`config.mk`:
```
export PLATFORM = sky130hd
export DESIGN_NAME = cla_32_adder_flat
export DESIGN_NICKNAME = d
export VERILOG_FILES = /design/src/rtl/cla_32_adder_pkg.sv /design/src/rtl/cla_32_adder_if.sv /design/src/rtl/cla_32_adder_cla_4.sv /design/src/rtl/cla_32_adder.sv /design/src/flat_wrapper.sv
export SDC_FILE = /design/constraint.sdc
export NUM_CORES = 1
export LEC_CHECK = 0
export ABC_AREA = 1
export ABC_CLOCK_PERIOD_IN_PS = 1000
export CAP_MARGIN = 20
export CELL_PAD_IN_SITES_DETAIL_PLACEMENT = 0
export CELL_PAD_IN_SITES_GLOBAL_PLACEMENT = 1
export CORE_ASPECT_RATIO = 0.8
export CORE_UTILIZATION = 31
export CTS_CLUSTER_SIZE = 12
export DETAILED_ROUTE_END_ITERATION = 6
export GPL_ROUTABILITY_DRIVEN = 1
export PLACE_DENSITY = 0.78
export SLEW_MARGIN = 20
export SYNTH_ARGS = -nofsm -noshare
export SYNTH_HDL_FRONTEND = slang
export SYNTH_SLANG_ARGS = --single-unit
```
`constraint.sdc`:
```
create_clock -name clk -period 1 [get_ports clk]
set_input_delay 0.2 -clock clk [delete_from_list [all_inputs] [get_ports clk]]
set_output_delay 0.2 -clock clk [all_outputs]
set_load 0.02 [all_outputs]
```
`src/rtl/cla_32_adder_pkg.sv`:
```
// Shared constants, result type and lookahead helpers for the 32-bit CLA.
// The same 4-wide lookahead equations serve both the bit level (inside
// each group) and the group level (across groups).
package cla_32_adder_pkg;

    localparam int unsigned ADD_W = 32;
    localparam int unsigned GRP_W = 4;
    localparam int unsigned N_GRP = 8;

    // Registered result: carry out of bit 31 plus the 32-bit sum.
    typedef struct packed {
        logic             c;
        logic [ADD_W-1:0] s;
    } sum_t;

    // Carries into each of the four positions, with position 0 getting cin.
    // Each carry is a flat sum of products, so no position waits on another.
    function automatic logic [3:0] la_carries(input logic [3:0] g,
                                              input logic [3:0] p,
                                              input logic       cin);
        logic [3:0] c;
        c[0] = cin;
        c[1] = g[0] | (p[0] & cin);
        c[2] = g[1] | (p[1] & g[0]) | (p[1] & p[0] & cin);
        c[3] = g[2] | (p[2] & g[1]) | (p[2] & p[1] & g[0])
             | (p[2] & p[1] & p[0] & cin);
        return c;
    endfunction

    // Block generate: the four positions produce a carry on their own.
    function automatic logic grp_gen(input logic [3:0] g,
                                     input logic [3:0] p);
        return g[3] | (p[3] & g[2]) | (p[3] & p[2] & g[1])
             | (p[3] & p[2] & p[1] & g[0]);
    endfunction

endpackage

```
`src/rtl/cla_32_adder_if.sv`:
```
// Operand/result bundle for cla_32_adder.
//   a, b       : 32-bit operands
//   c_in       : carry into bit 0
//   s          : registered sum
//   c_outfinal : registered carry out of bit 31
// master drives the operands, slave (the adder) drives the results.
interface cla_32_adder_if;
    import cla_32_adder_pkg::*;

    logic [ADD_W-1:0] a;
    logic [ADD_W-1:0] b;
    logic             c_in;
    logic [ADD_W-1:0] s;
    logic             c_outfinal;

    modport master (output a, b, c_in, input s, c_outfinal);
    modport slave  (input a, b, c_in, output s, c_outfinal);

endinterface

```
`src/rtl/cla_32_adder_cla_4.sv`:
```
// 4-bit carry-lookahead group.
//   a_i, b_i : 4-bit operand slices
//   cin_i    : carry into the group
//   s_o      : 4-bit sum slice
//   g_o      : group generate
//   p_o      : group propagate
module cla_4
    import cla_32_adder_pkg::*;
(
    input  logic [GRP_W-1:0] a_i,
    input  logic [GRP_W-1:0] b_i,
    input  logic             cin_i,
    output logic [GRP_W-1:0] s_o,
    output logic             g_o,
    output logic             p_o
);

    logic [GRP_W-1:0] g;
    logic [GRP_W-1:0] p;
    logic [GRP_W-1:0] c;

    always_comb begin
        g   = a_i & b_i;
        p   = a_i ^ b_i;
        c   = la_carries(g, p, cin_i);
        s_o = p ^ c;
        g_o = grp_gen(g, p);
        p_o = &p;
    end

endmodule

```
`src/rtl/cla_32_adder.sv`:
```
// 32-bit carry-lookahead adder, one registered pipeline stage.
//   clk : rising-edge clock
//   rst : asynchronous active-high reset, clears s and c_outfinal
//   bus : cla_32_adder_if.slave (a, b, c_in in; s, c_outfinal out)
// Eight cla_4 groups feed a two-block group-level lookahead; the 33-bit
// result {c_outfinal, s} is captured every clock edge.
module cla_32_adder
    import cla_32_adder_pkg::*;
(
    input  logic           clk,
    input  logic           rst,
    cla_32_adder_if.slave  bus
);

    logic [N_GRP-1:0] grp_g;
    logic [N_GRP-1:0] grp_p;
    logic [N_GRP-1:0] grp_c;
    logic [ADD_W-1:0] grp_s;
    logic             c_mid;
    logic             c_top;
    sum_t             res_d;
    sum_t             res_q;

    for (genvar k = 0; k < N_GRP; k++) begin : g_grp
        cla_4 u_cla_4 (
            .a_i   (bus.a[k*GRP_W +: GRP_W]),
            .b_i   (bus.b[k*GRP_W +: GRP_W]),
            .cin_i (grp_c[k]),
            .s_o   (grp_s[k*GRP_W +: GRP_W]),
            .g_o   (grp_g[k]),
            .p_o   (grp_p[k])
        );
    end

    // Groups 0-3 and 4-7 form two lookahead blocks. The carry into the
    // upper block and the final carry out are both expanded directly from
    // c_in, so neither block waits on a ripple through the other.
    always_comb begin
        c_mid        = grp_gen(grp_g[3:0], grp_p[3:0])
                     | (&grp_p[3:0] & bus.c_in);
        c_top        = grp_gen(grp_g[7:4], grp_p[7:4])
                     | (&grp_p[7:4] & grp_gen(grp_g[3:0], grp_p[3:0]))
                     | (&grp_p & bus.c_in);
        grp_c[3:0]   = la_carries(grp_g[3:0], grp_p[3:0], bus.c_in);
        grp_c[7:4]   = la_carries(grp_g[7:4], grp_p[7:4], c_mid);
        res_d.c      = c_top;
        res_d.s      = grp_s;
    end

    always_ff @(posedge clk or posedge rst) begin
        if (rst) begin
            res_q <= '0;
        end else begin
            res_q <= res_d;
        end
    end

    assign bus.s          = res_q.s;
    assign bus.c_outfinal = res_q.c;

endmodule

```
`src/flat_wrapper.sv`:
```
// flat-port wrapper written by rule: the top's interface ports become plain ports
module cla_32_adder_flat import cla_32_adder_pkg::*;
  (clk, rst, bus_a, bus_b, bus_c_in, bus_s, bus_c_outfinal);
  cla_32_adder_if bus_i ();
  input  logic clk;
  input  logic rst;
  input wire logic [$bits(bus_i.a)-1:0] bus_a;
  input wire logic [$bits(bus_i.b)-1:0] bus_b;
  input wire logic [$bits(bus_i.c_in)-1:0] bus_c_in;
  output wire logic [$bits(bus_i.s)-1:0] bus_s;
  output wire logic [$bits(bus_i.c_outfinal)-1:0] bus_c_outfinal;
  assign bus_i.a = bus_a;
  assign bus_i.b = bus_b;
  assign bus_i.c_in = bus_c_in;
  assign bus_s = bus_i.s;
  assign bus_c_outfinal = bus_i.c_outfinal;
  cla_32_adder u_core (.clk(clk), .rst(rst), .bus(bus_i));
endmodule
```
==> metrics.txt, run 1 <==
# TYPE chip_impl_metric gauge
chip_impl_info{name="ys_top_cells_by_count",value="sky130_fd_sc_hd__nand2_1, sky130_fd_sc_hd__inv_1, sky130_fd_sc_hd__dfrtp_1, sky130_fd_sc_hd__ha_1, sky130_fd_sc_hd__nand3_1"} 1
chip_impl_info{name="critical_path_s_slowest_cell",value="sky130_fd_sc_hd__fa_2"} 1
chip_impl_metric{name="vias",unit=""} 2457
chip_impl_metric{name="setup_slack",unit="ns"} -0.577
chip_impl_metric{name="dpl.cell_count",unit=""} 547
chip_impl_metric{name="vertical_die_dimension",unit="µm"} 82.0
chip_impl_metric{name="placement_rows",unit=""} 28
chip_impl_metric{name="routed_via_density",unit=""} 4.28
chip_impl_info{name="synthMostInstantiatedCell",value="sky130_fd_sc_hd__nand2_1"} 1
chip_impl_metric{name="postSynthRegisterBits",unit=""} 33
chip_impl_info{name="worstHoldPathType",value="in2async"} 1
chip_impl_metric{name="synth_cell_types",unit=""} 28
chip_impl_metric{name="design.core.area",unit="µm²"} 7570
chip_impl_metric{name="timing.final.hold_violations",unit=""} 0
chip_impl_metric{name="remaining_drc_errors",unit=""} 0
chip_impl_metric{name="hold_slack",unit="ns"} 0.252
chip_impl_info{name="outcome",value="complete, but fails checks"} 1
chip_impl_metric{name="final_net_count",unit=""} 576
chip_impl_metric{name="clockBufferDepth",unit=""} 2
chip_impl_info{name="crit_path_cell_trace",value="clkdlybuf4s15_1 > ha_4 > a21o_1 > a21oi_4 > nor3_2 > nor2_2 > nand2_4 > fa_2 > xor2_1"} 1
chip_impl_metric{name="count_of_tritonroute_iterations_in_the_first_routing_pass",unit=""} 4
chip_impl_metric{name="grt_first_pass_wirelength",unit="mm"} 11.3
chip_impl_metric{name="post-dp-hpwl",unit="mm"} 5.37
chip_impl_info{name="synth.largest_area_cell",value="sky130_fd_sc_hd__dfrtp_1"} 1
chip_impl_metric{name="die_area",unit="µm²"} 8360
chip_impl_metric{name="avgRoutedWirePerCell",unit="µm"} 12.4
chip_impl_metric{name="worst_slew_pin_slew",unit="ns"} 0.245
chip_impl_metric{name="timing.final.setup_violations",unit=""} 34
chip_impl_metric{name="antenna_violations_before_repair",unit=""} 0
chip_impl_metric{name="drive_gt1_share",unit="%"} 61.4
chip_impl_metric{name="maxClockFrequency",unit="MHz"} 634
chip_impl_metric{name="number_of_enable_type_register_cells_in_the_synthesized_netlist",unit=""} 0
chip_impl_metric{name="drt_iter0_drc",unit=""} 26
chip_impl_info{name="critPathLaunchType",value="input port"} 1
chip_impl_metric{name="layout-area-overhead-vs-synth",unit="%"} 100
chip_impl_metric{name="syn_area_per_cell",unit="µm²"} 8.72
chip_impl_metric{name="required_time_of_the_critical_path",unit="ns"} 1.17
chip_impl_metric{name="path_clk_slew",unit="ns"} 0.07
chip_impl_metric{name="cts_htree_levels",unit=""} 2
chip_impl_metric{name="portion_of_the_clock_cycle_consumed_by_the_worst_path_in_the_final_layout",unit="%"} 158
chip_impl_metric{name="tritoncts.num_buffers",unit=""} 5
chip_impl_metric{name="power_per_cell_area",unit="nW/µm²"} 1190
chip_impl_metric{name="worst_ep_arrival_time",unit="ns"} 1.75
chip_impl_metric{name="p_leak",unit="nW"} 2.45
chip_impl_metric{name="timing.critical_path.slowest_cell_delay",unit="ns"} 0.33
chip_impl_info{name="synthFlopType",value="sky130_fd_sc_hd__dfrtp_1"} 1
chip_impl_info{name="clock_tree_from_tritoncts",value="done"} 1
chip_impl_metric{name="final_period_minus_worst_setup_slack",unit="ns"} 1.58
chip_impl_metric{name="numPortBuffers",unit=""} 99
chip_impl_info{name="rsz0062_at_grt",value="yes"} 1
chip_impl_metric{name="slew_violations",unit=""} 0
chip_impl_info{name="path_class",value="in2reg"} 1
chip_impl_metric{name="postPlaceCellArea",unit="µm²"} 4270
chip_impl_metric{name="cp_max_fo",unit=""} 3
chip_impl_metric{name="clock-sinks",unit=""} 33
chip_impl_metric{name="num_io_pins",unit=""} 100
chip_impl_metric{name="stdcell_area",unit="µm²"} 4960
chip_impl_metric{name="synth.yosys.warnings",unit=""} 0
chip_impl_metric{name="final_antenna_net_count",unit=""} 0
chip_impl_metric{name="grt_pass1_vias",unit=""} 2569
chip_impl_metric{name="syn-num-nets",unit=""} 391
chip_impl_metric{name="drt_wl_total",unit="mm"} 7.10
chip_impl_metric{name="synth.top_cell.area_share",unit="%"} 33.3
chip_impl_metric{name="ir_worst_vdd",unit="V"} 0.000488
chip_impl_metric{name="dieWidth",unit="µm"} 102
chip_impl_info{name="worstSetupEndpointType",value="register"} 1
chip_impl_metric{name="final_cells",unit=""} 574
chip_impl_metric{name="grt-ovfl-total",unit=""} 0
chip_impl_metric{name="synth.cell_area",unit="µm²"} 2480
chip_impl_metric{name="grt_start_max_net_pins",unit=""} 21
chip_impl_metric{name="syn_inst",unit=""} 284
chip_impl_metric{name="antenna_cells",unit=""} 0
chip_impl_metric{name="maxCapViolations",unit=""} 0
chip_impl_metric{name="synth-async-reset-ratio",unit="%"} 100
chip_impl_info{name="failed_checks",value="setup timing"} 1
chip_impl_metric{name="maxSlewHeadroom",unit="%"} 83.6
chip_impl_metric{name="initial_core_utilization",unit="%"} 32.7
chip_impl_info{name="cts_root_buffer",value="sky130_fd_sc_hd__clkbuf_8"} 1
chip_impl_metric{name="grt_util_all_layers",unit="%"} 17.7
chip_impl_metric{name="ys_seq_area_share",unit="%"} 33.3
chip_impl_info{name="synth.area.top_cells",value="sky130_fd_sc_hd__dfrtp_1, sky130_fd_sc_hd__ha_1, sky130_fd_sc_hd__nand2_1, sky130_fd_sc_hd__fa_1, sky130_fd_sc_hd__inv_1"} 1
chip_impl_metric{name="place_congestion",unit=""} 0.767
registers in the layout, summed over array words and instances, names as in the netlist:
name                   flops
u_core.bus.s              32
u_core.bus.c_outfinal      1
layout by cell type, fill, tap and decap left out, types with 6 or more instances in the layout:
master                            count
sky130_fd_sc_hd__a21oi_1              8
sky130_fd_sc_hd__a21oi_2              7
sky130_fd_sc_hd__buf_2               21
sky130_fd_sc_hd__buf_4               69
sky130_fd_sc_hd__buf_6               61
sky130_fd_sc_hd__clkbuf_8             6
sky130_fd_sc_hd__clkdlybuf4s15_1     10
sky130_fd_sc_hd__clkdlybuf4s50_1      9
sky130_fd_sc_hd__dfrtp_1             33
sky130_fd_sc_hd__fa_2                 7
sky130_fd_sc_hd__ha_1                 6
sky130_fd_sc_hd__ha_4                25
sky130_fd_sc_hd__inv_1               33
sky130_fd_sc_hd__inv_2                9
sky130_fd_sc_hd__nand2_1             40
sky130_fd_sc_hd__nand2_2             21
sky130_fd_sc_hd__nand2_4             17
sky130_fd_sc_hd__nand3_1              8
sky130_fd_sc_hd__nand3_2             12
sky130_fd_sc_hd__nor2_1               9
sky130_fd_sc_hd__xor2_1              11
stage by stage:
stage	total power [W]	util (%)	setup WS (ns)	setup TNS [ns]
after global routing	0.00625	65.5	-0.629	-14.93
final	0.00587	65.5	-0.577	-12.52
after floorplan	0.00296	-	-0.735	-14.33
after detailed placement	0.00433	56.4	-1.36	-39.53
after CTS	0.00571	62.9	-0.605	-12.85
after global placement	0.00427	56.4	-1.27	-37.92
critical path, delay by kind of cell:
kind / cells / cell delay [ns]
AO/OA/AOI/OAI: 2 / 0.37
XOR/XNOR: 1 / 0.14
AND/OR/NAND/NOR: 3 / 0.28
buffers and inverters: 1 / 0.20
adder cells (fa/ha/maj): 2 / 0.55
worst paths after layout:
kind / slack, ns / to / cells past startpoint / from
setup / recovery: -0.58 / u_core.bus.s[29]$_DFF_PP0_ / 9 / bus_a[17]
min in group clk: 0.25 / u_core.bus.s[3]$_DFF_PP0_ / 3 / bus_a[3]
max in group asynchronous: 0.53 / u_core.bus.s[12]$_DFF_PP0_ / 3 / rst
hold / removal: 0.25 / u_core.bus.s[19]$_DFF_PP0_ / 3 / rst
layer usage:
layer  global-route usage [%]  part of all wire [%]  wire length (µm)
met5                        0                     0                 0
met4                     3.86                  0.83                59
met3                     3.74                   3.8               272
met2                     33.2                    51              3620
met1                     20.8                    44              3140
power by group:
part	switching, W	internal, W
clock network	0.000475	0.000546
logic	0.00145	0.00167
registers	0.000133	0.00161
cell families (layout without fill, tap and decap cells):
kind of cell / after synthesis / after routing / share of synthesized area, %
AND/OR/NAND/NOR: 127 / 127 / 26.0
buffers and inverters: 42 / 227 / 6.36
adder cells (fa/ha/maj): 40 / 40 / 22.6
flip-flops: 33 / 33 / 33.3
AO/OA/AOI/OAI: 27 / 27 / 6.41
XOR/XNOR: 15 / 15 / 5.30
what timing repair did:
item	in CTS	in global routing
gates resized for setup	473	53
endpoints found under the hold margin	0	0
setup endpoints to repair	66	66
setup buffers	20	3
hold buffers	0	0
pin swaps	86	35
area by class of cell:
cell class / count / area, µm²
sequential: 33 / 826
fill: 643 / 2610
tap: 105 / 131
multi-input combinational: 209 / 2160
inverter: 42 / 158
clock buffer: 7 / 86.3
timing repair buffer: 178 / 1600
No activity file was read; power rests on OpenSTA's default activity.
==> run 2, diff against run 1 <==
--- a/config.mk
+++ b/config.mk
@@ -12,4 +12,5 @@
 export CELL_PAD_IN_SITES_GLOBAL_PLACEMENT = 1
 export CORE_ASPECT_RATIO = 0.8
+export CORE_MARGIN = 2
 export CORE_UTILIZATION = 31
 export CTS_CLUSTER_SIZE = 12
==> constraint.sdc (replaced) <==
create_clock -name clk -period 1 [get_ports clk]
set_input_delay 0.3 -clock clk [delete_from_list [all_inputs] [get_ports clk]]
set_output_delay 0.3 -clock clk [all_outputs]
set_load 0.02 [all_outputs]
==> metrics.txt, run 2 (synthesis results as in run 1) <==
# TYPE chip_impl_metric gauge
chip_impl_metric{name="remaining_drc_errors",unit=""} 0
chip_impl_metric{name="grt-ovfl-total",unit=""} 0
chip_impl_metric{name="dieWidth",unit="µm"} 104
chip_impl_metric{name="largest_register_ffs",unit=""} 32
chip_impl_metric{name="timing.final.hold_violations",unit=""} 0
chip_impl_metric{name="cts.hold.buffers_added",unit=""} 0
chip_impl_metric{name="layout-area-overhead-vs-synth",unit="%"} 108
chip_impl_metric{name="grt_start_max_net_pins",unit=""} 22
chip_impl_info{name="layout.cells.most_common",value="sky130_fd_sc_hd__buf_4"} 1
chip_impl_metric{name="design.core.area",unit="µm²"} 7840
chip_impl_metric{name="grt_util_all_layers",unit="%"} 17.5
chip_impl_metric{name="count_of_tritonroute_iterations_in_the_first_routing_pass",unit=""} 4
chip_impl_info{name="clock_tree_from_tritoncts",value="done"} 1
chip_impl_metric{name="setup_total_negative_slack",unit="ns"} -20.06
chip_impl_metric{name="placement_rows",unit=""} 29
chip_impl_info{name="outcome",value="complete, but fails checks"} 1
chip_impl_metric{name="clockBufferDepth",unit=""} 2
chip_impl_metric{name="drt_iter0_drc",unit=""} 91
chip_impl_metric{name="drive_gt1_share",unit="%"} 62.8
chip_impl_metric{name="required_time_of_the_critical_path",unit="ns"} 1.18
chip_impl_metric{name="total_power",unit="W"} 0.00614
chip_impl_metric{name="path_clk_slew",unit="ns"} 0.08
chip_impl_metric{name="timing.final.setup_violations",unit=""} 64
chip_impl_metric{name="drt_wl_total",unit="mm"} 7.39
chip_impl_info{name="failed_checks",value="setup timing"} 1
chip_impl_metric{name="routed_via_density",unit=""} 4.41
chip_impl_info{name="critPathLaunchType",value="input port"} 1
chip_impl_metric{name="place_congestion",unit=""} 0.852
chip_impl_metric{name="numPortBuffers",unit=""} 99
chip_impl_metric{name="vias",unit=""} 2599
chip_impl_metric{name="final_antenna_net_count",unit=""} 0
chip_impl_info{name="worstHoldPathType",value="in2reg"} 1
chip_impl_metric{name="layout.filler_cells",unit=""} 596
chip_impl_metric{name="vertical_die_dimension",unit="µm"} 84.0
chip_impl_metric{name="slew_violations",unit=""} 0
chip_impl_info{name="path_class",value="in2reg"} 1
chip_impl_metric{name="portion_of_the_clock_cycle_consumed_by_the_worst_path_in_the_final_layout",unit="%"} 170
chip_impl_info{name="cts_root_buffer",value="sky130_fd_sc_hd__clkbuf_8"} 1
chip_impl_metric{name="postPlaceCellArea",unit="µm²"} 4300
chip_impl_metric{name="p_leak",unit="nW"} 2.54
chip_impl_metric{name="num_io_pins",unit=""} 100
chip_impl_metric{name="power_per_cell_area",unit="nW/µm²"} 1190
chip_impl_metric{name="grt_first_pass_wirelength",unit="mm"} 12.6
chip_impl_metric{name="maxSlewHeadroom",unit="%"} 85.0
chip_impl_metric{name="tritoncts.num_buffers",unit=""} 5
chip_impl_metric{name="clock-sinks",unit=""} 33
chip_impl_info{name="rsz0062_at_grt",value="yes"} 1
chip_impl_metric{name="maxClockFrequency",unit="MHz"} 587
chip_impl_metric{name="die_area",unit="µm²"} 8730
chip_impl_metric{name="final_net_count",unit=""} 587
chip_impl_info{name="worstSetupEndpointType",value="register"} 1
chip_impl_metric{name="antenna_cells",unit=""} 0
chip_impl_metric{name="worst_ep_arrival_time",unit="ns"} 1.89
chip_impl_metric{name="stdcell_area",unit="µm²"} 5160
chip_impl_metric{name="post-dp-hpwl",unit="mm"} 5.17
chip_impl_metric{name="antenna_violations_before_repair",unit=""} 0
chip_impl_metric{name="cp_max_fo",unit=""} 5
chip_impl_metric{name="maxCapViolations",unit=""} 0
chip_impl_metric{name="final_period_minus_worst_setup_slack",unit="ns"} 1.70
chip_impl_metric{name="initial_core_utilization",unit="%"} 31.6
chip_impl_info{name="commonest_non_fill_non_tap_cells_in_the_layout",value="sky130_fd_sc_hd__buf_4, sky130_fd_sc_hd__buf_6, sky130_fd_sc_hd__nand2_1"} 1
chip_impl_metric{name="avgRoutedWirePerCell",unit="µm"} 12.6
chip_impl_metric{name="cts_htree_levels",unit=""} 2
chip_impl_metric{name="setup_slack",unit="ns"} -0.704
chip_impl_metric{name="grt_pass1_vias",unit=""} 2838
chip_impl_metric{name="ir_worst_vdd",unit="V"} 0.000584
chip_impl_metric{name="worst_slew_pin_slew",unit="ns"} 0.225
chip_impl_metric{name="hold_slack",unit="ns"} 0.355
chip_impl_metric{name="place_ws",unit="ns"} -1.48
-- run 2: timing repair --
action	4_1_cts	5_1_grt
buffers inserted	26	9
pin swaps	89	36
resized for setup	497	28
setup endpoints to repair	66	65
-- run 2: critical path, cell delays in order --
cell	delay, ns
sky130_fd_sc_hd__buf_6	0.09
sky130_fd_sc_hd__ha_4	0.26
sky130_fd_sc_hd__buf_4	0.11
sky130_fd_sc_hd__nand2_4	0.06
sky130_fd_sc_hd__nor2_4	0.08
sky130_fd_sc_hd__nand3_2	0.10
sky130_fd_sc_hd__nand3_4	0.12
sky130_fd_sc_hd__nand2_4	0.07
sky130_fd_sc_hd__nand2_8	0.09
sky130_fd_sc_hd__inv_1	0.06
sky130_fd_sc_hd__fa_2	0.51
sky130_fd_sc_hd__inv_1	0.03
-- run 2: report_power, final --
| group | internal, W | switching, W |
|---|---|---|
| Sequential | 0.00160 | 0.000137 |
| Combinational | 0.00175 | 0.00149 |
| Clock | 0.000623 | 0.000530 |
-- run 2: layout make-up --
class	count	area, µm²	share of cell area, %
Clock buffer	7	96.3	1.87
Clock inverter	1	5.00	0.0970
Inverter	42	166	3.22
Multi-Input combinational cell	209	2190	42.5
Sequential cell	33	826	16.0
Tap cell	108	135	2.62
Timing Repair Buffer	189	1740	33.7
-- run 2: path summary, 6_finish.rpt --
check                      startpoint                          to  cells after the start
worst max-delay path         bus_a[1]  u_core.bus.s[16]$_DFF_PP0_                     12
worst min-delay path         bus_b[4]   u_core.bus.s[4]$_DFF_PP0_                      2
max in group asynchronous         rst  u_core.bus.s[20]$_DFF_PP0_                      3
min in group asynchronous         rst   u_core.bus.s[5]$_DFF_PP0_                      3
-- run 2: through the flow --
stage,util (%),instances
finish,65.9,589
global route,65.9,589
CTS,64.0,582
detailed placement,54.8,550
global placement,54.8,550
floorplan,-,284
-- run 2: routing by layer --
metal	wire length (µm)	global-route usage [%]	vias up
met5	0	0	-
met4	114	4.30	0
met3	336	3.43	10
met2	3870	32.8	62
met1	3070	20.5	1230
li1	-	-	1297
